File: src/rtl/enoc_adaptive_route_calc_pkg.sv
// Shared types for the adaptive route calculator: port indices, one-hot codes,
// per-dimension direction, controller states and a width helper.
package enoc_pkg;

  typedef enum logic [2:0] {P_C, P_N, P_E, P_S, P_W} port_e;

  localparam logic [4:0] OH_NONE = 5'b00000;
  localparam logic [4:0] OH_C    = 5'b10000;
  localparam logic [4:0] OH_N    = 5'b01000;
  localparam logic [4:0] OH_E    = 5'b00100;
  localparam logic [4:0] OH_S    = 5'b00010;
  localparam logic [4:0] OH_W    = 5'b00001;

  typedef enum logic [1:0] {DIR_NONE, DIR_POS, DIR_NEG} dir_e;

  typedef enum logic [1:0] {ST_IDLE, ST_HOLD, ST_ESCAPE} state_e;

  // Bits needed to index n items; never below 1 so single-node dimensions keep a port.
  function automatic int log2(input int n);
    int r;
    r = 1;
    while ((1 << r) < n) r++;
    return r;
  endfunction

  function automatic logic [4:0] port_oh(input port_e p);
    return OH_C >> p;
  endfunction

endpackage

File: src/rtl/enoc_adaptive_route_calc_if.sv
// Destination/request handshake bundle between the input unit, the route
// calculator and the switch allocator.
interface enoc_adaptive_route_calc_if #(
  parameter int XW = 2,
  parameter int YW = 2,
  parameter int CW = 3
);
  logic [XW-1:0]   i_x_dest;
  logic [YW-1:0]   i_y_dest;
  logic            i_val;
  logic            o_rdy;
  logic [4*CW-1:0] i_credit;
  logic [4:0]      o_output_req;
  logic            o_val;
  logic            i_rdy;
  logic            o_wrap;
  logic            o_err;

  modport slave (
    input  i_x_dest, i_y_dest, i_val, i_credit, i_rdy,
    output o_rdy, o_output_req, o_val, o_wrap, o_err
  );

  modport master (
    output i_x_dest, i_y_dest, i_val, i_credit, i_rdy,
    input  o_rdy, o_output_req, o_val, o_wrap, o_err
  );
endinterface

File: src/rtl/enoc_adaptive_route_calc_dim_dir.sv
// Direction of travel along one dimension for a mesh or torus ring of N nodes.
module enoc_dim_dir
  import enoc_pkg::*;
#(
  parameter int N     = 4,
  parameter int LOC   = 0,
  parameter int TORUS = 0,
  parameter int W     = 2
) (
  input  logic [W-1:0] dest,
  output dir_e         dir
);
  localparam logic [W:0] N_V   = N[W:0];
  localparam logic [W:0] LOC_V = LOC[W:0];

  logic [W:0] d_ext;
  logic [W:0] fwd;
  logic [W:0] bwd;

  always_comb begin
    d_ext = {1'b0, dest};
    fwd   = (d_ext >= LOC_V) ? (d_ext - LOC_V) : (d_ext + N_V - LOC_V);
    bwd   = N_V - fwd;
    dir   = DIR_NONE;
    if (N > 1) begin
      if (TORUS != 0) begin
        // equal distance both ways resolves to the positive link
        if (fwd != '0) dir = (fwd <= bwd) ? DIR_POS : DIR_NEG;
      end else if (d_ext > LOC_V) begin
        dir = DIR_POS;
      end else if (d_ext < LOC_V) begin
        dir = DIR_NEG;
      end
    end
  end
endmodule

File: src/rtl/enoc_adaptive_route_calc.sv
// Minimal adaptive route calculator: registers one output-port request per
// accepted destination and falls back to dimension order after a long stall.
module enoc_adaptive_route_calc
  import enoc_pkg::*;
#(
  parameter int X_NODES    = 4,
  parameter int Y_NODES    = 4,
  parameter int X_LOC      = 0,
  parameter int Y_LOC      = 0,
  parameter int TORUS      = 0,
  parameter int ADAPTIVE   = 1,
  parameter int CW         = 3,
  parameter int ESC_THRESH = 16
) (
  input  logic                        clk,
  input  logic                        reset_n,
  enoc_adaptive_route_calc_if.slave   rif
);
  localparam int XW   = log2(X_NODES);
  localparam int YW   = log2(Y_NODES);
  localparam int CNTW = log2(ESC_THRESH + 1);

  localparam logic [XW:0]     XN_V = X_NODES[XW:0];
  localparam logic [YW:0]     YN_V = Y_NODES[YW:0];
  localparam logic [CNTW-1:0] THR  = ESC_THRESH[CNTW-1:0];

  localparam bit WRAP_E = (TORUS != 0) && (X_LOC == X_NODES - 1);
  localparam bit WRAP_W = (TORUS != 0) && (X_LOC == 0);
  localparam bit WRAP_N = (TORUS != 0) && (Y_LOC == Y_NODES - 1);
  localparam bit WRAP_S = (TORUS != 0) && (Y_LOC == 0);

  function automatic logic wrap_of(input logic [4:0] oh);
    return ((oh == OH_E) && WRAP_E) || ((oh == OH_W) && WRAP_W) ||
           ((oh == OH_N) && WRAP_N) || ((oh == OH_S) && WRAP_S);
  endfunction

  dir_e x_dir, y_dir;

  enoc_dim_dir #(.N(X_NODES), .LOC(X_LOC), .TORUS(TORUS), .W(XW)) u_x_dir (
    .dest (rif.i_x_dest),
    .dir  (x_dir)
  );

  enoc_dim_dir #(.N(Y_NODES), .LOC(Y_LOC), .TORUS(TORUS), .W(YW)) u_y_dir (
    .dest (rif.i_y_dest),
    .dir  (y_dir)
  );

  logic            dest_err;
  logic [4:0]      x_oh, y_oh, dor_oh, route_oh;
  logic [CW-1:0]   cred_x, cred_y;

  always_comb begin
    dest_err = ({1'b0, rif.i_x_dest} >= XN_V) || ({1'b0, rif.i_y_dest} >= YN_V);
    x_oh     = (x_dir == DIR_POS) ? port_oh(P_E) : (x_dir == DIR_NEG) ? port_oh(P_W) : OH_NONE;
    y_oh     = (y_dir == DIR_POS) ? port_oh(P_N) : (y_dir == DIR_NEG) ? port_oh(P_S) : OH_NONE;
    cred_x   = (x_dir == DIR_POS) ? rif.i_credit[2*CW +: CW] : rif.i_credit[0 +: CW];
    cred_y   = (y_dir == DIR_POS) ? rif.i_credit[3*CW +: CW] : rif.i_credit[CW +: CW];
    if (dest_err || (x_oh == OH_NONE && y_oh == OH_NONE)) dor_oh = OH_C;
    else if (x_oh != OH_NONE)                             dor_oh = x_oh;
    else                                                  dor_oh = y_oh;
    route_oh = dor_oh;
    if ((ADAPTIVE != 0) && !dest_err && (x_oh != OH_NONE) && (y_oh != OH_NONE) &&
        (cred_y > cred_x))
      route_oh = y_oh;
  end

  state_e          state_q, state_d;
  logic [4:0]      req_q, req_d, dor_q, dor_d;
  logic            wrap_q, wrap_d, err_q, err_d;
  logic [CNTW-1:0] cnt_q, cnt_d, cnt_inc;
  logic            rdy, accept;

  assign rdy    = (state_q == ST_IDLE) || rif.i_rdy;
  assign accept = rif.i_val && rdy;

  always_comb begin
    state_d = state_q;
    req_d   = req_q;
    dor_d   = dor_q;
    wrap_d  = wrap_q;
    err_d   = err_q;
    cnt_d   = cnt_q;
    cnt_inc = (cnt_q == THR) ? cnt_q : cnt_q + 1'b1;
    if (state_q != ST_IDLE && !rif.i_rdy) begin
      cnt_d = cnt_inc;
      if (state_q == ST_HOLD && cnt_inc == THR && req_q != dor_q) begin
        state_d = ST_ESCAPE;
        req_d   = dor_q;
        wrap_d  = wrap_of(dor_q);
      end
    end else if (accept) begin
      state_d = ST_HOLD;
      req_d   = route_oh;
      dor_d   = dor_oh;
      wrap_d  = wrap_of(route_oh);
      err_d   = dest_err;
      cnt_d   = '0;
    end else begin
      state_d = ST_IDLE;
      req_d   = OH_NONE;
      dor_d   = OH_NONE;
      wrap_d  = 1'b0;
      err_d   = 1'b0;
      cnt_d   = '0;
    end
  end

  always_ff @(posedge clk) begin
    if (!reset_n) begin
      state_q <= ST_IDLE;
      req_q   <= OH_NONE;
      dor_q   <= OH_NONE;
      wrap_q  <= 1'b0;
      err_q   <= 1'b0;
      cnt_q   <= '0;
    end else begin
      state_q <= state_d;
      req_q   <= req_d;
      dor_q   <= dor_d;
      wrap_q  <= wrap_d;
      err_q   <= err_d;
      cnt_q   <= cnt_d;
    end
  end

  assign rif.o_rdy        = rdy;
  assign rif.o_val        = (state_q != ST_IDLE);
  assign rif.o_output_req = req_q;
  assign rif.o_wrap       = wrap_q;
  assign rif.o_err        = err_q;
endmodule

File: src/flat_wrapper.sv
// flat-port wrapper written by rule: the top's interface ports become plain ports
module enoc_adaptive_route_calc_flat import enoc_pkg::*;
#(
  parameter int X_NODES    = 4,
  parameter int Y_NODES    = 4,
  parameter int X_LOC      = 0,
  parameter int Y_LOC      = 0,
  parameter int TORUS      = 0,
  parameter int ADAPTIVE   = 1,
  parameter int CW         = 3,
  parameter int ESC_THRESH = 16
)
  (clk, reset_n, rif_i_x_dest, rif_i_y_dest, rif_i_val, rif_i_credit, rif_i_rdy, rif_o_rdy, rif_o_output_req, rif_o_val, rif_o_wrap, rif_o_err);
  enoc_adaptive_route_calc_if #(.XW(2), .YW(2), .CW(CW)) rif_i ();
  input  logic clk;
  input  logic reset_n;
  input wire logic [$bits(rif_i.i_x_dest)-1:0] rif_i_x_dest;
  input wire logic [$bits(rif_i.i_y_dest)-1:0] rif_i_y_dest;
  input wire logic [$bits(rif_i.i_val)-1:0] rif_i_val;
  input wire logic [$bits(rif_i.i_credit)-1:0] rif_i_credit;
  input wire logic [$bits(rif_i.i_rdy)-1:0] rif_i_rdy;
  output wire logic [$bits(rif_i.o_rdy)-1:0] rif_o_rdy;
  output wire logic [$bits(rif_i.o_output_req)-1:0] rif_o_output_req;
  output wire logic [$bits(rif_i.o_val)-1:0] rif_o_val;
  output wire logic [$bits(rif_i.o_wrap)-1:0] rif_o_wrap;
  output wire logic [$bits(rif_i.o_err)-1:0] rif_o_err;
  assign rif_i.i_x_dest = rif_i_x_dest;
  assign rif_i.i_y_dest = rif_i_y_dest;
  assign rif_i.i_val = rif_i_val;
  assign rif_i.i_credit = rif_i_credit;
  assign rif_i.i_rdy = rif_i_rdy;
  assign rif_o_rdy = rif_i.o_rdy;
  assign rif_o_output_req = rif_i.o_output_req;
  assign rif_o_val = rif_i.o_val;
  assign rif_o_wrap = rif_i.o_wrap;
  assign rif_o_err = rif_i.o_err;
  enoc_adaptive_route_calc #(.X_NODES(X_NODES), .Y_NODES(Y_NODES), .X_LOC(X_LOC), .Y_LOC(Y_LOC), .TORUS(TORUS), .ADAPTIVE(ADAPTIVE), .CW(CW), .ESC_THRESH(ESC_THRESH)) u_core (.clk(clk), .reset_n(reset_n), .rif(rif_i));
endmodule
File: config.mk
export PLATFORM = sky130hd
export DESIGN_NAME = enoc_adaptive_route_calc_flat
export DESIGN_NICKNAME = d
export VERILOG_FILES = /design/src/rtl/enoc_adaptive_route_calc_pkg.sv /design/src/rtl/enoc_adaptive_route_calc_if.sv /design/src/rtl/enoc_adaptive_route_calc_dim_dir.sv /design/src/rtl/enoc_adaptive_route_calc.sv /design/src/flat_wrapper.sv
export SDC_FILE = /design/constraint.sdc
export NUM_CORES = 1
export LEC_CHECK = 0
export ABC_AREA = 1
export BUFFER_PORTS_ARGS = -buffer_cell sky130_fd_sc_hd__buf_2
export CAP_MARGIN = 20
export CORE_MARGIN = 3
export CORE_UTILIZATION = 57
export CTS_CLUSTER_SIZE = 30
export DETAILED_ROUTE_END_ITERATION = 7
export PLACE_DENSITY_LB_ADDON = 0.08
export SETUP_SLACK_MARGIN = 0.3
export SLEW_MARGIN = 25
export SYNTH_ARGS = -nofsm -noshare
export SYNTH_HDL_FRONTEND = slang
export SYNTH_HIERARCHICAL = 1
export SYNTH_SLANG_ARGS = --single-unit
File: constraint.sdc
create_clock -name clk -period 3 [get_ports clk]
set_clock_uncertainty 0.2 [all_clocks]
set_input_delay 0.15 -clock clk [delete_from_list [all_inputs] [get_ports clk]]
set_output_delay 0.15 -clock clk [all_outputs]
set_load 0.02 [all_outputs]
==> results.md, run 1 <==
* Initial drt markers at 59
* Startpoint Class: input port
* Worst min path class: input port to flop
* Overflow after GRT at 0
* Setup_tns at 0 ns
* Drt first pass iters at 4
* CTS root buf: clkbuf_4
* Synth area leader: dfxtp_1
* Initial antenna violation count at 0
* Layout cells sized above 1 at 0.177
* Synth warnings at 6
* Yosys top cell area share at 0.286
* Starting Density at 0.648
* Crit Path Class: input port to flop
* Clk buf depth at 2
* Maximum vdd drop at 0.295 mV
* Chip width at 51.7 µm
* Worst path cell trace: buf_2, inv_1, nand2_1, ha_1, mux2_2, ha_1, nand2_1, o21ai_0, nand2_1, a21oi_1, nand2_1, nand2_1, nor2_1, nor2_1
* Synth area leaders: dfxtp_1 (29%), nand2_1 (14%), inv_1 (13%)
* Cells after Synth at 186
* Placed Instance Area at 1330 µm²
* Ports at 29
* # setup viols final at 0
* Leak Pwr at 0.737 nW
* CP bufs+invs at 2
* Power per cell area at 349 nW/µm²
* Via density at 4.85
* Syn avg cell area at 6.40 µm²
* Pre-CTS setup slack at 0.651 ns
* Vias at 1164
* Multi-input gate area at 667 µm²
* Final Critical Period at 2.04 ns
* Filler instances at 179
* First-pass GRT wire length at 4530 µm
* Htree depth at 1
* Port bufs at 26
* Synthesized area at 1190 µm²
* Post-route cell area at 1370 µm²
* Largest net degree at the start of global routing at 10
* Cts bufs inserted at 3
* Crit Path Max Fanout at 5
* Register area share after synthesis at 0.286
* Total GRT Usage at 0.228
* CP Capture Type: flop
* Req. time, crit path at 3.04 ns
* Antenna Cells at 0
* Commonest non-fill, non-tap cell in the layout: nand2_1
* Routability cong. at 0.841
* Clk slew on worst S/H paths at 0.11 ns
* Synth cell types at 23
* Routed len/inst at 11.3 µm
* Crit path max-delay cell type: mux2_2
* Post-synthesis register bit count at 17
* Outcome: finished, final reports clean
* Clk_lat worst skew at 0.29 ns
* Post-CTS Setup Inserts at 0
* Slowest Stage Delay on Critical Path at 0.37 ns
* Crit path max-delay family: adder cells
* Layout area overhead at 15.2%
* Most used cell, CP: nand2_1
* Final hold viol count at 0
* Most frequent cells in the layout: nand2_1 (44), inv_1 (41), buf_2 (26), nor2_1 (26), dfxtp_1 (17)
* Final worst-path cycle share at 0.679
* Final WL at 2710 µm
* Slack of the critical path at 0.964 ns
* Half-perimeter wire length after placement at 2210 µm
* Reg area at 340 µm²
* Core ar. at 1840 µm²
* Vias in the first global route at 1099
* Row Count at 15
* Slew Viols, Final at 0
* F_max at 491 MHz
* RSZ-0062 raised after global routing: no
* DRC at 0
* Final nets at 246
* Antenna-violating nets left at 0
* CTS Sinks at 17
* Max cap viols at 0
* Die area at 2670 µm²
* Critical Path AT at 2.08 ns
* CTS tree: done
* Die Y at 51.7 µm
[through the flow]
| stage | util | power [mW] | cells | hold WS [ns] |
|---|---|---|---|---|
| 2_1_floorplan | - | 0.321 | 187 | 0.0707 |
| 5_1_grt | 0.746 | 0.506 | 240 | 0.159 |
| 3_3_place_gp | 0.721 | 0.345 | 234 | 0.223 |
| 6_report | 0.746 | 0.479 | 240 | 0.133 |
| 3_5_place_dp | 0.721 | 0.352 | 234 | 0.231 |
| 4_1_cts | 0.746 | 0.482 | 240 | 0.114 |
[worst paths after layout]
kind                                        start                         end  slack, ns  cells after the start
worst max-delay path              rif_i_y_dest[0]  u_core/rif.o_output_req[3]       0.96                     14
worst min-delay path                    rif_i_rdy             u_core/dor_q[2]       0.13                      6
worst max register to register    u_core/cnt_q[0]  u_core/rif.o_output_req[1]       1.09                      9
worst min register to register  u_core/state_q[1]           u_core/state_q[1]       0.31                      2
[synth_stat cells]
master    count
a21oi_1       7
mux2i_1       3
ha_1         10
nand2_1      44
nand3b_1      1
nor2_1       26
xor2_1        1
nand2_2       2
inv_2         1
conb_1        3
nand3_1      11
xnor2_1       2
dfxtp_1      17
buf_4         4
nor3_1        1
o21bai_1      1
inv_1        41
nor2_2        2
o21ai_0       3
nand2_4       1
a31oi_1       1
mux2_2        3
o22ai_1       1
[repair_timing]
item                      in CTS  in global routing
resized for setup              0                  0
hold buffers                   2                  0
hold endpoints to repair       5                  0
[report_power, final]
group | switching, mW | internal, mW
logic | 0.0685 | 0.0474
registers | 0.00455 | 0.232
clock network | 0.0749 | 0.0517
total | 0.148 | 0.331
[worst reg2reg max path, stage by stage (launching register included)]
cell and delay (ns):
dfxtp_1 0.39, inv_1 0.07, ha_1 0.31, nor3_1 0.23, nand2_1 0.08, nand3b_1 0.17
nor2_2 0.12, nor2_2 0.09, nor2_1 0.11, nor2_1 0.05
[registers in the layout (all words and copies together), names as in the netlist]
register,flops
u_core/cnt_q,5
u_core/rif.o_output_req,5
u_core/state_q,2
u_core/dor_q,5
[per-layer routing]
| metal | vias up | global-route usage | wire [µm] |
|---|---|---|---|
| li1 | 609 | - | - |
| met5 | - | 0 | 0 |
| met4 | 0 | 0.109 | 48 |
| met3 | 6 | 0.0430 | 154 |
| met2 | 43 | 0.381 | 1260 |
| met1 | 506 | 0.281 | 1250 |
[final cells by class]
type	count	share of cell area
clock buffer	4	0.0191
timing repair buffer	28	0.109
sequential	17	0.248
inverter	42	0.115
tap	25	0.0228
multi-input combinational	124	0.486
[logic make-up after synthesis]
group                    Yosys count  synth area share
AO/OA/AOI/OAI                     13            0.0588
AND/OR/NAND/NOR                   88             0.308
flip-flops                        17             0.286
buffers and inverters             46             0.158
other                              3           0.00945
multiplexers                       6            0.0536
adder cells (fa/ha/maj)           10             0.105
XOR/XNOR                           3            0.0221
No activity file was read; power rests on OpenSTA's default activity.
==> run 2, diff against run 1 <==
CORE_UTILIZATION = 53   (was 57)
clock period = 1.88 ns   (was 3 ns; I/O delays follow)
==> run 2 against run 1 <==
Utilization up 6.9 points. Wire length up 17%. Largest power group unchanged. Count of clock-buffer cells in the layout unchanged. First-iteration DRC count down 29%. Critical endpoint unchanged.
==> results.md, run 2 (synthesized netlist as in run 1, its figures left out) <==
* Outcome: finished, final reports clean
* DRC at 0
* Crit Path Class: flop to flop
* Drt first pass iters at 4
* Pint at 0.553 mW
* Finished Layout Cells at 250
* Starting Density at 0.583
* Core ar. at 2040 µm²
* R2r worst-path depth at 12
* Final hold viol count at 0
* Post-route cell area at 1660 µm²
* Clk slew on worst S/H paths at 0.11 ns
* Clock network power share at 0.250
* Leak Pwr at 0.813 nW
* Power per cell area at 489 nW/µm²
* Crit Path Max Fanout at 5
* CP Capture Type: flop
* CTS root buf: clkbuf_4
* Cts bufs inserted at 3
* Antenna Cells at 0
* Min Hold Slack at 0.0736 ns
* Clk_lat worst skew at 0.30 ns
* Combinational share of power at 0.289
* Critical R2R Capture: u_core/rif.o_output_req[3]
* Worst min path class: input port to flop
* Ports at 29
* Slew Viols, Final at 0
* Most frequent cells in the layout: inv_1 (36), nand2_1 (36), nor2_1 (25)
* Routability cong. at 0.826
* Die Y at 53.4 µm
* Inst Count DP at 239
* Total GRT Usage at 0.235
* # setup viols final at 0
* Req. time, crit path at 1.88 ns
* Maximum vdd drop at 0.609 mV
* CTS Sinks at 17
* CTS tree: done
* Largest net degree at the start of global routing at 10
* Worst r2r src: u_core/cnt_q[1]
* Layout area overhead at 39.7%
* Initial antenna violation count at 0
* Htree depth at 1
* F_max at 537 MHz
* Critical Path AT at 1.86 ns
* Switch Pwr at 0.261 mW
* Antenna-violating nets left at 0
* Row Count at 16
* WHS Endpoint: u_core/dor_q[2]
* Worst hold path cell count at 6
* Overflow after GRT at 0
* Final worst-path cycle share at 0.990
* Vias at 1255
* Sequential share of power at 0.462
* Hold path start: rif_i_rdy
* Half-perimeter wire length after placement at 2140 µm
* Final Critical Period at 1.86 ns
* Initial drt markers at 42
* Layout cells sized above 1 at 0.350
* Startpoint Class: flop
* Flop2flop setup slack at 0.02 ns
* Max cap viols at 0
* Placed Instance Area at 1490 µm²
* Final WL at 3180 µm
* Die area at 2850 µm²
* Sw Ratio at 0.321
* Routed len/inst at 12.7 µm
* First-pass GRT wire length at 4880 µm
* Port bufs at 26
* Vias in the first global route at 1147
* Chip width at 53.4 µm
* Post-layout util at 0.815
* Via density at 5.02
* Final nets at 254
* Clk buf depth at 2
* RSZ-0062 raised after global routing: yes
[run 2: changes by cell type in the layout (fill, tap and decap cells not counted), sizes merged]
cell	before	now
buf	26	34
[run 2: worst max path at each step]
stage,from,to,slack [ns],cells after the start
2_1_floorplan,rif_i_y_dest[1],u_core/rif.o_output_req[2],0.1,12
3_3_place_gp,rif_i_y_dest[1],u_core/rif.o_output_req[2],-0.14,13
3_5_place_dp,rif_i_y_dest[1],u_core/rif.o_output_req[3],-0.22,14
4_1_cts,rif_i_y_dest[1],u_core/rif.o_output_req[3],0.15,14
5_1_grt,u_core/cnt_q[1],u_core/rif.o_output_req[0],-0.04,12
6_report,u_core/cnt_q[1],u_core/rif.o_output_req[3],0.02,12
[run 2: critical path: stages (launching register included)]
cell      delay (ns)
dfxtp_4         0.39
inv_4           0.07
ha_4            0.12
nand2_2         0.05
inv_2           0.07
nand2_2         0.06
nand2_2         0.09
nand2_1         0.07
nand3b_1        0.24
nor2_4          0.17
nor2_4          0.07
nor2_1          0.11
nor2_1          0.05
[run 2: final cells by class]
| type | count | area (µm²) |
|---|---|---|
| Timing Repair Buffer | 36 | 223 |
| Inverter | 42 | 180 |
| Clock buffer | 4 | 26.3 |
| Tap cell | 27 | 33.8 |
| Sequential cell | 17 | 348 |
| Multi-Input combinational cell | 124 | 853 |
| Fill cell | 155 | 378 |
[run 2: power groups by stage]
stage               logic [mW]  registers (mW)  clock network (mW)
floorplan                0.145           0.391                   0
global route             0.261           0.377               0.219
detailed placement       0.208           0.385                   0
CTS                      0.225           0.375               0.195
global placement         0.201           0.384                   0
finish                   0.235           0.376               0.203
[run 2: metal layers]
metal / share of wire / wire length [µm] / GRT usage
met2: 0.50 / 1590 / 0.416
met1: 0.40 / 1280 / 0.277
met5: 0 / 0 / 0
met3: 0.068 / 217 / 0.0394
met4: 0.029 / 93 / 0.0851
[run 2: timing repair]
item	CTS	global route
endpoints found under the hold margin	5	0
resized for setup	23	3
endpoints found under the setup margin	7	7
pin swaps	24	8
hold buffers	2	0
buffers inserted	1	4
[run 2: stage by stage]
| stage | TNS [ns] | power [mW] | setup WS (ns) |
|---|---|---|---|
| after floorplan | 0 | 0.536 | 0.0980 |
| after global placement | -0.378 | 0.585 | -0.139 |
| after detailed placement | -0.584 | 0.593 | -0.217 |
| after CTS | 0 | 0.796 | 0.152 |
| after global routing | -0.0699 | 0.858 | -0.0365 |
| final | 0 | 0.815 | 0.0192 |
==> run 3, diff against run 2 <==
PLACE_DENSITY = 0.79   (was default)
PLACE_DENSITY_LB_ADDON = default   (was 0.08)
==> run 3 against run 2 <==
Utilization is 4.8 points higher. Largest cell class unchanged. Sequential power about the same. Combinational power up 14%. Die area unchanged. Clock power up 3%. Highest routed layer unchanged. Critical path depth decreased by 2.
==> results.md, run 3 (synthesized netlist as in run 1, its figures left out) <==
* Crit Path Max Fanout at 9
* Starting Density at 0.583
* Critical R2R Capture: u_core/rif.o_output_req[4]
* CTS root buf: clkbuf_4
* Worst min path class: input port to flop
* Final nets at 256
* Ports at 29
* Setup_tns at 0 ns
* Sequential share of power at 0.443
* Antenna-violating nets left at 0
* Routed len/inst at 15.3 µm
* Startpoint Class: flop
* Final WL at 3850 µm
* Clock network power share at 0.245
* Drt first pass iters at 4
* Overflow after GRT at 0
* Maximum vdd drop at 0.372 mV
* Initial drt markers at 73
* Antenna Cells at 0
* Final hold viol count at 0
* Via density at 5.37
* First-pass GRT wire length at 5020 µm
* Die area at 2850 µm²
* Die Y at 53.4 µm
* Commonest non-fill, non-tap cell in the layout: inv_1
* Clk buf depth at 2
* Final Critical Period at 1.85 ns
* Filler instances at 116
* Slew Viols, Final at 0
* Leak Pwr at 0.833 nW
* Cts bufs inserted at 3
* Largest net degree at the start of global routing at 10
* Clk slew on worst S/H paths at 0.11 ns
* Sw Ratio at 0.337
* Pint at 0.566 mW
* Half-perimeter wire length after placement at 2120 µm
* Post-layout power at 0.853 mW
* CTS Sinks at 17
* DRC at 0
* Routability cong. at 0.779
* Layout cells sized above 1 at 0.400
* Crit path from: u_core/state_q[0]
* Most frequent cells in the layout: inv_1 (36), nand2_1 (34), nor2_1 (25)
* Flop2flop setup slack at 0.03 ns
* R2r worst-path depth at 10
* Crit Path Class: flop to flop
* Vias in the first global route at 1222
* Outcome: finished, final reports clean
* Clk_lat worst skew at 0.30 ns
* Reg area at 349 µm²
* Switch Pwr at 0.287 mW
* F_max at 539 MHz
* WHS Endpoint: u_core/dor_q[2]
* Chip width at 53.4 µm
* Total GRT Usage at 0.238
* Inst Count DP at 238
* Critical Path AT at 1.91 ns
* CP Capture Type: flop
* Req. time, crit path at 1.93 ns
* Port bufs at 26
* Finished Layout Cells at 252
* Min Hold Slack at 0.0772 ns
* Multi-input gate area at 931 µm²
* Worst hold path cell count at 6
* RSZ-0062 raised after global routing: yes
* Power per cell area at 484 nW/µm²
* Combinational share of power at 0.312
* Hold path start: rif_i_rdy
* Final worst-path cycle share at 0.986
* # setup viols final at 0
* Htree depth at 1
* Layout area overhead at 47.9%
* Row Count at 16
* CTS tree: done
* Max cap viols at 0
* Core ar. at 2040 µm²
* Initial antenna violation count at 0
* Vias at 1352
* Worst r2r src: u_core/state_q[0]
[run 3: power by group through the flow]
stage / registers, mW / clock network [mW] / logic (mW)
finish: 0.378 / 0.209 / 0.267
floorplan: 0.391 / 0 / 0.145
detailed placement: 0.385 / 0 / 0.205
CTS: 0.376 / 0.200 / 0.226
global placement: 0.384 / 0 / 0.197
global route: 0.379 / 0.231 / 0.289
[run 3: layout make-up]
class | instances | area share
multi-input combinational | 124 | 0.528
sequential | 17 | 0.198
timing repair buffer | 38 | 0.137
inverter | 42 | 0.102
tap | 27 | 0.0192
clock buffer | 4 | 0.0149
[run 3: how the worst max path moves through the flow]
stage | endpoint | slack (ns) | cells after the start
6_report | u_core/rif.o_output_req[4] | 0.03 | 10
5_1_grt | u_core/rif.o_output_req[4] | -0.02 | 10
4_1_cts | u_core/rif.o_output_req[2] | 0.15 | 12
3_5_place_dp | u_core/rif.o_output_req[3] | -0.19 | 15
3_3_place_gp | u_core/rif.o_output_req[3] | -0.14 | 14
2_1_floorplan | u_core/rif.o_output_req[2] | 0.1 | 12
[run 3: critical path: stages (launching register included)]
cell and delay (ns):
dfxtp_1 0.35, inv_1 0.13, nand2_2 0.09, nand2_4 0.14
nand2_2 0.15, o22ai_1 0.19, inv_1 0.07, nor2_1 0.18
o21bai_1 0.18, nand2_1 0.07, inv_1 0.05
[run 3: through the flow]
step,instance area (µm²),util,setup slack [ns]
6_report,1760,0.863,0.0261
3_3_place_gp,1480,0.725,-0.141
4_1_cts,1600,0.782,0.153
2_1_floorplan,1330,-,0.0980
5_1_grt,1760,0.863,-0.0223
3_5_place_dp,1480,0.725,-0.188
[run 3: layer usage]
layer / track usage / up-vias / wire [µm] / part of all wire
met3: 0.0197 / 30 / 337 / 0.088
li1: - / 628 / - / -
met4: 0.0851 / 0 / 250 / 0.065
met2: 0.465 / 94 / 1900 / 0.49
met5: 0 / - / 0 / 0
met1: 0.258 / 600 / 1360 / 0.35
[run 3: what timing repair did]
| action | in CTS | in global routing |
|---|---|---|
| buffers inserted | 2 | 6 |
| resized for setup | 18 | 25 |
| hold buffers | 2 | 0 |
| setup endpoints to repair | 7 | 7 |
| endpoints found under the hold margin | 9 | 0 |
| pin swaps | 19 | 14 |
